### config.mk
export PLATFORM = sky130hd
export DESIGN_NAME = pipeline_ctrl
export DESIGN_NICKNAME = d
export VERILOG_FILES = /design/src/rtl/cpu_pkg.sv /design/src/rtl/hazard_detect.sv /design/src/rtl/pipeline_ctrl.sv
export SDC_FILE = /design/constraint.sdc
export NUM_CORES = 1
export LEC_CHECK = 0
export CAP_MARGIN = 20
export CORE_MARGIN = 2
export CORE_UTILIZATION = 50
export CTS_BUF_LIST = sky130_fd_sc_hd__clkbuf_16
export DETAILED_ROUTE_END_ITERATION = 10
export PLACE_DENSITY = 0.87
export SKIP_LAST_GASP = 1
export SLEW_MARGIN = 20
export SYNTH_ARGS = -nofsm -noshare
export SYNTH_HDL_FRONTEND = slang
export SYNTH_SLANG_ARGS = --single-unit
### constraint.sdc
create_clock -name clk -period 4.41 [get_ports clk]
set_clock_uncertainty 0.05 [all_clocks]
set_input_delay 0.882 -clock clk [delete_from_list [all_inputs] [get_ports clk]]
set_output_delay 0.882 -clock clk [all_outputs]
set_load 0.02 [all_outputs]
### src/rtl/cpu_pkg.sv
// Shared definitions for the 5-stage core: controller state encoding, register address width
// and the SYSTEM-opcode constants the decoder uses to raise a halt.
package cpu_pkg;

    localparam int unsigned NB_REG_ADDR = 5;

    localparam logic [2:0] ST_IDLE   = 3'd0;
    localparam logic [2:0] ST_RUN    = 3'd1;
    localparam logic [2:0] ST_STEP   = 3'd2;
    localparam logic [2:0] ST_PAUSE  = 3'd3;
    localparam logic [2:0] ST_DRAIN  = 3'd4;
    localparam logic [2:0] ST_HALTED = 3'd5;

    typedef enum logic [2:0] {
        StIdle   = ST_IDLE,
        StRun    = ST_RUN,
        StStep   = ST_STEP,
        StPause  = ST_PAUSE,
        StDrain  = ST_DRAIN,
        StHalted = ST_HALTED
    } ctrl_state_e;

    localparam logic [6:0]  OPC_SYSTEM     = 7'b1110011;
    localparam logic [2:0]  FUNCT3_PRIV    = 3'b000;
    localparam logic [11:0] FUNCT12_ECALL  = 12'h000;
    localparam logic [11:0] FUNCT12_EBREAK = 12'h001;

    function automatic logic is_halt_instr(input logic [31:0] instr);
        return (instr[6:0] == OPC_SYSTEM) && (instr[14:12] == FUNCT3_PRIV) &&
               ((instr[31:20] == FUNCT12_ECALL) || (instr[31:20] == FUNCT12_EBREAK));
    endfunction

endpackage

### src/rtl/hazard_detect.sv
// Load-use hazard compare: a load in EX whose destination is read by the instruction in ID.
module hazard_detect #(
    parameter int unsigned NB_REG_ADDR = 5
) (
    input  logic [NB_REG_ADDR-1:0] i_id_rs1_addr,
    input  logic [NB_REG_ADDR-1:0] i_id_rs2_addr,
    input  logic                   i_id_uses_rs1,
    input  logic                   i_id_uses_rs2,
    input  logic                   i_ex_mem_read,
    input  logic [NB_REG_ADDR-1:0] i_ex_rd_addr,
    output logic                   o_load_use
);

    logic w_rs1_hit;
    logic w_rs2_hit;

    assign w_rs1_hit  = i_id_uses_rs1 && (i_id_rs1_addr == i_ex_rd_addr);
    assign w_rs2_hit  = i_id_uses_rs2 && (i_id_rs2_addr == i_ex_rd_addr);
    // x0 is never written, so a load targeting it cannot create a dependency
    assign o_load_use = i_ex_mem_read && (i_ex_rd_addr != '0) && (w_rs1_hit || w_rs2_hit);

endmodule

### src/rtl/pipeline_ctrl.sv
// Pipeline sequencing controller: debug run/pause/step/halt FSM, stage enable/flush/bubble
// strobes, post-halt drain counter and retired-cycle counter.
module pipeline_ctrl #(
    parameter int unsigned NB_REG_ADDR  = cpu_pkg::NB_REG_ADDR,
    parameter int unsigned NB_CNT       = 32,
    parameter int unsigned DRAIN_CYCLES = 3
) (
    input  logic                   clk,
    input  logic                   i_rst,
    input  logic                   i_run,
    input  logic                   i_step,
    input  logic                   i_pause,
    input  logic [NB_REG_ADDR-1:0] i_id_rs1_addr,
    input  logic [NB_REG_ADDR-1:0] i_id_rs2_addr,
    input  logic                   i_id_uses_rs1,
    input  logic                   i_id_uses_rs2,
    input  logic                   i_ex_memRead,
    input  logic [NB_REG_ADDR-1:0] i_ex_rd_addr,
    input  logic                   i_ex_jump_taken,
    input  logic                   i_id_halt,
    output logic                   o_pc_en,
    output logic                   o_if_id_en,
    output logic                   o_if_id_flush,
    output logic                   o_id_ex_en,
    output logic                   o_id_ex_bubble,
    output logic                   o_ex_mem_en,
    output logic                   o_mem_wb_en,
    output logic                   o_halted,
    output logic                   o_paused,
    output logic [NB_CNT-1:0]      o_cycle_cnt
);

    import cpu_pkg::*;

    localparam int unsigned NB_DRAIN = (DRAIN_CYCLES > 1) ? $clog2(DRAIN_CYCLES) : 1;

    ctrl_state_e         r_state;
    ctrl_state_e         w_state_next;
    logic [NB_DRAIN-1:0] r_drain_cnt;
    logic [NB_CNT-1:0]   r_cycle_cnt;
    logic                w_load_use;
    logic                w_advance;
    logic                w_halt_take;

    hazard_detect #(
        .NB_REG_ADDR (NB_REG_ADDR)
    ) u_hazard_detect (
        .i_id_rs1_addr (i_id_rs1_addr),
        .i_id_rs2_addr (i_id_rs2_addr),
        .i_id_uses_rs1 (i_id_uses_rs1),
        .i_id_uses_rs2 (i_id_uses_rs2),
        .i_ex_mem_read (i_ex_memRead),
        .i_ex_rd_addr  (i_ex_rd_addr),
        .o_load_use    (w_load_use)
    );

    assign w_advance   = (r_state == StRun) || (r_state == StStep);
    // A taken jump squashes the halt sitting in ID, so it must not start the drain
    assign w_halt_take = w_advance && i_id_halt && !i_ex_jump_taken;

    always_ff @(posedge clk or posedge i_rst) begin
        if (i_rst) begin
            r_state <= StIdle;
        end else begin
            r_state <= w_state_next;
        end
    end

    always_comb begin
        w_state_next = r_state;
        case (r_state)
            StIdle, StPause: begin
                if (i_run) begin
                    w_state_next = StRun;
                end else if (i_step) begin
                    w_state_next = StStep;
                end
            end
            StRun: begin
                if (w_halt_take) begin
                    w_state_next = StDrain;
                end else if (i_pause) begin
                    w_state_next = StPause;
                end
            end
            StStep:   w_state_next = w_halt_take ? StDrain : StPause;
            StDrain:  w_state_next = (r_drain_cnt == '0) ? StHalted : StDrain;
            StHalted: w_state_next = StHalted;
            default:  w_state_next = StIdle;
        endcase
    end

    always_comb begin
        o_pc_en        = 1'b0;
        o_if_id_en     = 1'b0;
        o_if_id_flush  = 1'b0;
        o_id_ex_en     = 1'b0;
        o_id_ex_bubble = 1'b0;
        o_ex_mem_en    = 1'b0;
        o_mem_wb_en    = 1'b0;
        o_halted       = 1'b0;
        o_paused       = 1'b0;
        case (r_state)
            StIdle, StPause: o_paused = 1'b1;
            StRun, StStep: begin
                o_pc_en     = 1'b1;
                o_if_id_en  = 1'b1;
                o_id_ex_en  = 1'b1;
                o_ex_mem_en = 1'b1;
                o_mem_wb_en = 1'b1;
                if (i_ex_jump_taken) begin
                    o_if_id_flush  = 1'b1;
                    o_id_ex_bubble = 1'b1;
                end else if (i_id_halt || w_load_use) begin
                    o_pc_en        = 1'b0;
                    o_if_id_en     = 1'b0;
                    o_id_ex_bubble = 1'b1;
                end
            end
            StDrain: begin
                o_id_ex_en     = 1'b1;
                o_id_ex_bubble = 1'b1;
                o_ex_mem_en    = 1'b1;
                o_mem_wb_en    = 1'b1;
            end
            StHalted: o_halted = 1'b1;
            default: o_paused = 1'b0;
        endcase
    end

    always_ff @(posedge clk or posedge i_rst) begin
        if (i_rst) begin
            r_drain_cnt <= '0;
        end else if (w_halt_take) begin
            r_drain_cnt <= NB_DRAIN'(DRAIN_CYCLES - 1);
        end else if ((r_state == StDrain) && (r_drain_cnt != '0)) begin
            r_drain_cnt <= r_drain_cnt - 1'b1;
        end
    end

    always_ff @(posedge clk or posedge i_rst) begin
        if (i_rst) begin
            r_cycle_cnt <= '0;
        end else if (o_mem_wb_en) begin
            r_cycle_cnt <= r_cycle_cnt + 1'b1;
        end
    end

    assign o_cycle_cnt = r_cycle_cnt;

endmodule

==> impl_results.md, run 1 <==
- Worst-path cell chain: clkdlybuf4s50_1 > or4_1 > o221ai_1 > a21oi_1 > nor3_1 > clkdlybuf4s50_1
- Sequential fraction of the synthesis area: 0.454
- Max-cap violations: 0
- Synth warnings: 0
- Worst Hold End: o_cycle_cnt[31]
- CTS Hold Buffers Added: 0
- Fin crit period: about 4.0 ns
- Die area: 0.00460 mm^2
- Layout Area Growth over Synthesis: 41.3%
- Tightest Pin Transition: a little under 0.6 ns
- Die Y: between 60 and 70 um
- Reg2reg end: o_cycle_cnt[19]
- Crit-path max FO: 3
- Worst skew pair latency: between 0.2 and 0.3 ns
- R2R cell count: 6
- Start point of the critical path: i_ex_rd_addr[1]
- Switching Share: 0.364
- Worst VDD drop: 0.555 mV
- Slew Viols, Final: 0
- First drt pass iteration count: 4
- Comb pwr share: 0.415
- Drt initial violations: 119
- Tot Pwr: around 1.5 mW
- Ports: 66
- Critical Path RT: ~3.5 ns
- Largest net degree at the start of global routing: 38
- Total Wirelength: between 4 and 5 mm
- Placed inst area: roughly 0.0027 mm^2
- Inserted Clock Buffers: 5
- Core box area: about 0.0040 mm^2
- Syn Nets: between 200 and 250
- Synthesized area: approximately 0.002 mm^2
- Fin crit share: 0.913
- Overall Global Routing Usage: 0.203
- Diodes inserted: 0
- Post-route setup TNS: 0 ns
- Placed Cells: 312
- Max_slew headroom: 0.611
- Vias per inst: roughly 5.2
- Final-report hold violation count: 0
- Final #Nets: between 200 and 300
- Cells after synthesis: a little over 200
- Reg-to-reg critical path startpoint: r_state[0]
- First-pass GRT wire length: ~7 mm
- Reg power frac: 0.329
- Crit. End Element: output pin
- Critical path type: input pin to output pin
- RSZ-0062 raised after global routing: no
- Vias in the first global route: 1,555
- Gr ovfl total: 0
- DP HPWL: between 3 and 4 mm
- Clock share of power: 0.255
- Initial Utilization: 0.513
- Clock Sink Count: 37
- CTS tree: done
- Critical Path Most Common Cell: clkdlybuf4s50_1
- Synth cell types: 44
- Max Clock Freq: between 200 and 250 MHz
- Status: completed
- Hold_ws: between 0.4 and 0.5 ns
- Cell Int Power: 981 uW
- Setup WS post-layout: between 0.3 and 0.4 ns
- Finished Core Util: 0.725
- Max Used Layer: met4
- Wire length on met2: approximately 2.3 mm
- Critical path buffers and inverters: 2
- Routability cong.: around 0.73
- Worst Path Arrival: between 3 and 4 ns
- HP Start: o_cycle_cnt[31]
- Dpl ws: ~0.38 ns
- Max stage delay on crit path: 0.65 ns
- Post-CTS Resized: 0
- Fill cells: 310
- Clock transition at path regs: ~0.050 ns
- Avg Cell Area, Syn: roughly 10 um^2
- Wirelength per Cell: 13.7 um
- Clock root buffer: clkbuf_16
- H-tree level count: 2
- Initial antenna violation count: 0
- CTS Buffer Depth: 2
- Critical Path Start Type: input pin
- Final setup vio count: 0
- Power Density: between 500 and 600 mW/mm^2
- Crit path max-delay family: buffers and inverters
- FF-to-FF setup slack: between 2 and 2.5 ns
- Synthesis-stage register bit count: 37
- Rows: 23
- Worst Hold Depth: 1
- # DRC: 0
- Postcts setup bufs: 0
- Antenna Nets Post-Route: 0
- HP Class: flip-flop to flip-flop
- Layout cells sized above 1: 0.0778
- Port Buffers: 65
- NetSw: around 560 uW
- Routed length on met3: 163 um
- CP max stage cell: clkdlybuf4s50_1
- Via count: 1,664
- Leakage Power: roughly 1.2 nW
- Final instance area: 0.00288 mm^2
- Met1 Wirelength: ~1.9 mm
- Layout Cells excl Fill: 320
- Die Wd: 67.8 um
worst max path at each step:
stage / to / cells past startpoint
final: o_pc_en / 6
after global routing: o_id_ex_bubble / 8
after CTS: o_pc_en / 6
after detailed placement: o_pc_en / 6
after global placement: o_pc_en / 6
after floorplan: o_pc_en / 5
power groups by stage:
| stage | Sequential [mW] | Combinational (mW) | Clock, mW |
|---|---|---|---|
| after floorplan | 0.489 | 0.433 | 0 |
| after global placement | 0.506 | 0.628 | 0 |
| after detailed placement | 0.508 | 0.642 | 0 |
| after CTS | 0.505 | 0.646 | 0.399 |
| after global routing | 0.518 | 0.686 | 0.418 |
| final | 0.507 | 0.640 | 0.394 |
layout make-up:
cell class / count / area (um^2) / area share
Multi-Input combinational cell: 150 / 1030 / 0.359
Inverter: 9 / 33.8 / 0.0117
Clock inverter: 3 / 41.3 / 0.0143
Sequential cell: 37 / 926 / 0.321
Timing Repair Buffer: 66 / 658 / 0.228
Tap cell: 50 / 62.6 / 0.0217
Clock buffer: 5 / 125 / 0.0434
state kept, by name (all words and copies together) (netlist names):
signal	cells
r_drain_cnt	2
o_cycle_cnt	32
r_state	3
cell families after synthesis:
kind of cell	after synthesis	synth area share
XOR/XNOR	43	0.185
AND/OR/NAND/NOR	80	0.220
adder cells (fa/ha/maj)	2	0.0123
AO/OA/AOI/OAI	23	0.0786
flip-flops	37	0.454
multiplexers	2	0.0110
buffers and inverters	17	0.0387
layer usage:
| metal | vias to the layer above | track usage |
|---|---|---|
| met5 | - | 0 |
| met4 | 0 | 0.0650 |
| met3 | 5 | 0.0510 |
| met2 | 29 | 0.353 |
| met1 | 802 | 0.246 |
| li1 | 828 | - |
synthesized netlist by cell type, drive strengths merged:
cell      n  area [um^2]
dfrtp    37          926
nand3     9         50.1
buf       4         30.0
ha        2         25.0
o21a      1         8.76
nor3      3         20.0
nor2     22         92.6
a31oi     1         6.26
nor3b     3         22.5
or4       1         7.51
nor4      3         25.0
a221o     1         10.0
and4      1         8.76
xnor2    24          210
and2      2         12.5
a32oi     3         26.3
a21oi     6         30.0
o21ai     5         25.0
o22ai     1         6.26
and3     10         62.6
nand4     6         50.0
clkbuf    4         15.0
mux2      2         22.5
o311a     1         10.0
o2bb2ai   1         8.76
o31ai     1         7.51
xor2     19          166
inv       9         33.8
o211ai    1         12.5
nand2    13         48.8
o221ai    1         8.76
or2       2         12.5
or3       2         17.5
nand2b    2         12.5
nor2b     1         6.26
cell usage in the layout, fill, tap and decap left out, types with 2 or more instances in the layout:
master | netlist | routed
dfrtp_1 | 37 | 37
and3_1 | 10 | 10
ha_1 | 2 | 2
inv_1 | 9 | 9
mux2_2 | 2 | 2
xor2_1 | 19 | 19
clkbuf_16 | 0 | 5
nor3_1 | 2 | 2
nand2b_1 | 2 | 2
a32oi_1 | 3 | 3
and2_1 | 2 | 2
nand4_2 | 2 | 2
clkdlybuf4s50_1 | 0 | 65
nor4_1 | 2 | 2
nor3b_1 | 3 | 3
xnor2_1 | 24 | 24
nor2_1 | 20 | 20
nand4_1 | 4 | 4
o21ai_0 | 4 | 4
nand2_1 | 13 | 13
a21oi_1 | 6 | 6
nand3_1 | 8 | 8
Note: power is estimated with default switching activity, not from simulation.
==> run 2: changes to the inputs <==
--- a/config.mk
+++ b/config.mk
@@ -6,7 +6,7 @@
 export NUM_CORES = 1
 export LEC_CHECK = 0
 export CAP_MARGIN = 20
-export CORE_MARGIN = 2
+export CORE_MARGIN = 10
 export CORE_UTILIZATION = 50
 export CTS_BUF_LIST = sky130_fd_sc_hd__clkbuf_16
 export DETAILED_ROUTE_END_ITERATION = 10
==> run 2 against run 1 <==
  * Core utilization fell by 0.85 points
  * Design area fell by 1.2%
  * Hold slack got worse by 0.0016 ns
  * Die area rose by 53%
  * Via count barely moved
  * Non-clock buffer count did not move
  * Largest cell class unchanged
==> impl_results.md, run 2 (synthesized netlist as in run 1, its figures left out) <==
- Worst skew pair latency: approximately 0.27 ns
- Initial Utilization: 0.513
- Wirelength per Cell: about 16 um
- H-tree level count: 2
- Total Wirelength: 4.97 mm
- Met3 usage: 0.0498
- CTS tree: done
- Most frequent cells in the layout: clkdlybuf4s50_1, dfrtp_1, xnor2_1, nor2_1, xor2_1
- Power Density: 515 mW/mm^2
- Worst-path cell chain: clkdlybuf4s50_1 > or4_1 > o221ai_1 > a21oi_1 > nor3_1 > clkdlybuf4s50_1
- Ports: 66
- Most common cell after layout, fill and taps aside: clkdlybuf4s50_1
- HP Class: flip-flop to flip-flop
- Initial antenna violation count: 0
- Diodes inserted: 0
- Layout cells sized above 1: 0.0706
- Die Y: between 80 and 90 um
- Critical Path RT: between 3 and 4 ns
- Via count: between 1,500 and 2,000
- Max stage delay on crit path: ~0.66 ns
- Cell Int Power: 919 uW
- Antenna Nets Post-Route: 0
- Slew Viols, Final: 0
- Tightest Pin Transition: ~0.54 ns
- Vias in the first global route: 1,731
- Worst VDD drop: approximately 0.54 mV
- Inserted Clock Buffers: 5
- Core box area: a little under 0.004 mm^2
- Final setup vio count: 0
- Final #Nets: 296
- Postcts setup bufs: 0
- Final-report hold violation count: 0
- CTS Buffer Depth: 2
- Overall Global Routing Usage: 0.142
- Worst Path Arrival: about 3.1 ns
- Post-route setup TNS: 0 ns
- GRT Max-Usage Layer: met2
- Crit. End Element: output pin
- Routability cong.: approximately 0.77
- Leakage Power: 1.23 nW
- Largest net degree at the start of global routing: 38
- Post-CTS Resized: 0
- Critical Path Start Type: input pin
- Layout Cells excl Fill: about 320
- Die area: roughly 0.0070 mm^2
- Clock root buffer: clkbuf_16
- Rows: 23
- CTS Hold Buffers Added: 0
- Max-cap violations: 0
- Layout Area Growth over Synthesis: 39.7%
- CP max stage cell: clkdlybuf4s50_1
- Critical Path Most Common Cell: clkdlybuf4s50_1
- First-pass GRT wire length: 8.18 mm
- Die Wd: 83.8 um
- Clock Sink Count: 37
- Setup WS post-layout: 0.394 ns
- Fin crit share: 0.911
- NetSw: roughly 550 uW
- Clock transition at path regs: roughly 0.050 ns
- DP HPWL: between 3 and 4 mm
- Fin crit period: about 4.0 ns
- Largest register FFs: 32
- RSZ-0062 raised after global routing: no
- Gr ovfl total: 0
- Critical path buffers and inverters: 2
- Reg power frac: 0.344
- Port Buffers: 65
- Vias per inst: around 5.2
- Status: completed
- Crit path max-delay family: buffers and inverters
- GRT met1 Usage: 0.144
- Finished Core Util: 0.717
- Placed Cells: between 300 and 400
- Max_slew headroom: 0.638
- Max Clock Freq: 249 MHz
- Comb pwr share: 0.439
- Clock share of power: 0.217
- First drt pass iteration count: 4
- Switching Share: 0.373
- Dpl ws: around 0.40 ns
- GRT met2 Usage: 0.255
- Drt initial violations: just under 70
- # DRC: 0
- Critical path type: input pin to output pin
- Crit-path max FO: 3
## run 2: cell count changes in the layout (fill, tap and decap cells not counted), sizes merged
cell	change
inv	+1
bufinv	-1
clkinvlp	-1
## run 2: power groups by stage
stage	clock, mW	combinational (mW)	sequential (mW)
final	0.318	0.644	0.504
after detailed placement	0	0.651	0.506
after CTS	0.327	0.653	0.503
after global routing	0.347	0.696	0.518
after global placement	0	0.639	0.506
after floorplan	0	0.433	0.489
## run 2: path summary, 6_finish.rpt
kind / start / endpoint / slack, ns / cells past startpoint
setup / recovery: i_ex_rd_addr[1] / o_if_id_en / 0.39 / 6
min in group asynchronous: i_rst / o_cycle_cnt[25] / 0.98 / 3
max in group asynchronous: i_rst / r_drain_cnt[0] / 3.01 / 3
hold / removal: o_cycle_cnt[31] / o_cycle_cnt[31] / 0.42 / 1
setup reg to reg: r_state[0] / o_cycle_cnt[17] / 2.25 / 6
hold reg to reg: o_cycle_cnt[31] / o_cycle_cnt[31] / 0.42 / 1
## run 2: final cells by class
class	instances	area (um^2)
clock inverter	2	7.51
clock buffer	5	125
sequential	37	926
inverter	9	33.8
tap	50	62.6
fill	310	1120
timing repair buffer	66	658
multi-input combinational	150	1030
## run 2: per-stage QoR
stage	power (mW)	instance area, um^2	hold slack [ns]
after floorplan	0.922	2040	0.429
after global placement	1.15	2710	0.412
after detailed placement	1.16	2710	0.416
after CTS	1.48	2850	0.422
after global routing	1.56	2850	0.454
final	1.47	2850	0.419
## run 2: routing by layer
layer	share of wire	routed length (um)	vias up
li1	-	-	824
met1	0.39	1950	802
met2	0.54	2690	29
met3	0.044	221	10
met4	0.021	102	0
met5	0	0	-
==> run 3: changes to the inputs <==
--- a/config.mk
+++ b/config.mk
@@ -5,6 +5,7 @@
 export SDC_FILE = /design/constraint.sdc
 export NUM_CORES = 1
 export LEC_CHECK = 0
+export ABC_CLOCK_PERIOD_IN_PS = 4410
 export CAP_MARGIN = 20
 export CORE_MARGIN = 10
 export CORE_UTILIZATION = 50
==> results of run 3 <==
No change in the layout: final DEF, timing and power equal those of run 2.
==> RTL edit: new RTL, config.mk and constraints of run 1 <==
Register the output `o_cycle_cnt` once more, with the module's reset; this adds one clock of latency there. The other outputs are not delayed to match.
--- a/src/rtl/pipeline_ctrl.sv
+++ b/src/rtl/pipeline_ctrl.sv
@@ -147,5 +147,11 @@
     end
 
-    assign o_cycle_cnt = r_cycle_cnt;
+    always_ff @(posedge clk or posedge i_rst) begin
+        if (i_rst) begin
+            o_cycle_cnt <= '0;
+        end else begin
+            o_cycle_cnt <= r_cycle_cnt;
+        end
+    end
 
 endmodule
Formal check against the unedited RTL: not equivalent (a bounded check fails within 4 cycles, from zero or initial values and one cycle with i_rst high).
==> RTL edit against run 1 <==
Cell area increased by 31%. Global-route usage decreased by 1.6 points. Power grew 33%. Sequential cell count is 32 higher. Area after synthesis rose by 39%. Setup slack gained 120 ps. Critical path type unchanged. Clock power up 55%. Largest cell class is now sequential cells. Routed wire length up 19%.
==> RTL edit: results (changes against run 1) <==
metric;value;unit;change
run_status;finished clean;;
finalWirelength;5220;µm;+19%
power_switching;0.662;mW;+18%
synth_nets;263;;+14%
ys_types;42;;-4.5%
cts_made_buffers;9;;+4
drive_above_1_share;0.0779;;+0.000144
fin_util;0.691;;-0.0339
grt_usage;0.187;;-0.0161
yosysSeqAreaShare;0.610;;+0.156
place_congestion;0.782;;+7.7%
pwr-share-seq;0.402;;+0.073
insertion_delay;330;ps;+50 ps
power_clock;0.609;mW;+55%
viasPerCell;5.18;;-0.40%
first_pass_iters;4;;unchanged
cts_root_buf;clkbuf_16;;
min_delay_path_depth;0;;-1
crit_fanout;3;;unchanged
power_leader;sequential cells;;
power.leakage;1.65;nW;+34%
port_buffers;65;;unchanged
yosysWarnings;0;;unchanged
fin_setup_tns;0;ps;unchanged
rrSetupSlack;2190;ps;-50 ps
drt_iter0_markers;63;;-47%
grt_pass1_wl;8870;µm;+27%
hp-start;r_cycle_cnt[30];;
grt_max_degree;57;;+50%
placed_area;3530;µm²;+30%
num_antenna_cells;0;;unchanged
hold_end;o_cycle_cnt[30];;
pre_cts_slack;496;ps;+112 ps
synthArstFlopShare;1.00;;unchanged
nFillCells;415;;+34%
grt_pass1_vias;1926;;+24%
final_net_count;331;;+12%
htree_levels;3;;+1
max_slew_margin;0.396;;-0.216
whs;333;ps;-87.3 ps
syn_inst;236;;+16%
r2r_start;r_state[2];;
dp_hpwl;3640;µm;+14%
placedCellCount;365;;+17%
vias;1968;;+18%
p_int;1.38;mW;+41%
holdCritPathClass;flop to flop;;
crit_path_max_incr_delay;600;ps;-50 ps
crit_family;buffers and inverters;;
max_freq;0.256;GHz;+3.2%
synth_common_cells;dfrtp_1, xnor2_1, nand2_1;;
reg2reg_depth;5;;-1
peakVddDrop;0.000325;V;-41%
postCtsSetupRepairBufs;0;;unchanged
cpMaxStageDelayCell;clkdlybuf4s50_1;;
synthTopCellsByArea;dfrtp_1, xnor2_1, xor2_1;;
timing.rr.end;r_cycle_cnt[13];;
-- RTL edit: cell types whose count changed after synthesis, moves of 3 or more --
cell / run 1 / this run
a32oi_1: 3 / 0
and3_1: 10 / 0
dfrtp_1: 37 / 69
inv_1: 9 / 6
nand2_1: 13 / 19
nand3_1: 8 / 11
nand4_1: 4 / 10
nor2_1: 20 / 14
nor3_1: 2 / 7
nor3b_1: 3 / 0
xnor2_1: 24 / 32
xor2_1: 19 / 13
-- RTL edit: kinds of logic (layout without fill, tap and decap cells) --
group | count (synthesis) | in the layout | share of synthesized area
AND/OR/NAND/NOR | 82 | 82 | 0.162
flip-flops | 69 | 69 | 0.610
XOR/XNOR | 45 | 45 | 0.139
AO/OA/AOI/OAI | 22 | 22 | 0.0495
buffers and inverters | 15 | 87 | 0.0270
adder cells (fa/ha/maj) | 2 | 2 | 0.00884
multiplexers | 1 | 1 | 0.00398
-- RTL edit: worst max path at each step --
stage	startpoint	end	slack, ps	cells after the start
floorplan	i_ex_rd_addr[1]	o_pc_en	1350	5
global placement	i_ex_rd_addr[1]	o_if_id_en	540	6
detailed placement	i_ex_rd_addr[1]	o_if_id_en	500	6
CTS	i_ex_rd_addr[1]	o_if_id_en	490	6
global route	i_ex_rd_addr[1]	o_pc_en	390	6
finish	i_ex_rd_addr[1]	o_if_id_en	510	6
-- RTL edit: cell type report --
cell class,count,area [µm²],area share
clock buffers,9,225,0.0595
well taps,72,90.1,0.0238
repair buffers,66,658,0.174
flip-flops and latches,69,1730,0.456
inverters,6,23.8,0.00628
clock inverters,6,31.3,0.00827
multi-input cells,152,1030,0.272
-- RTL edit: routing by layer --
metal	vias up	GRT usage	part of all wire
li1	943	-	-
met1	945	0.226	0.43
met2	65	0.300	0.48
met3	15	0.0636	0.063
met4	0	0.0879	0.024
met5	-	0	0
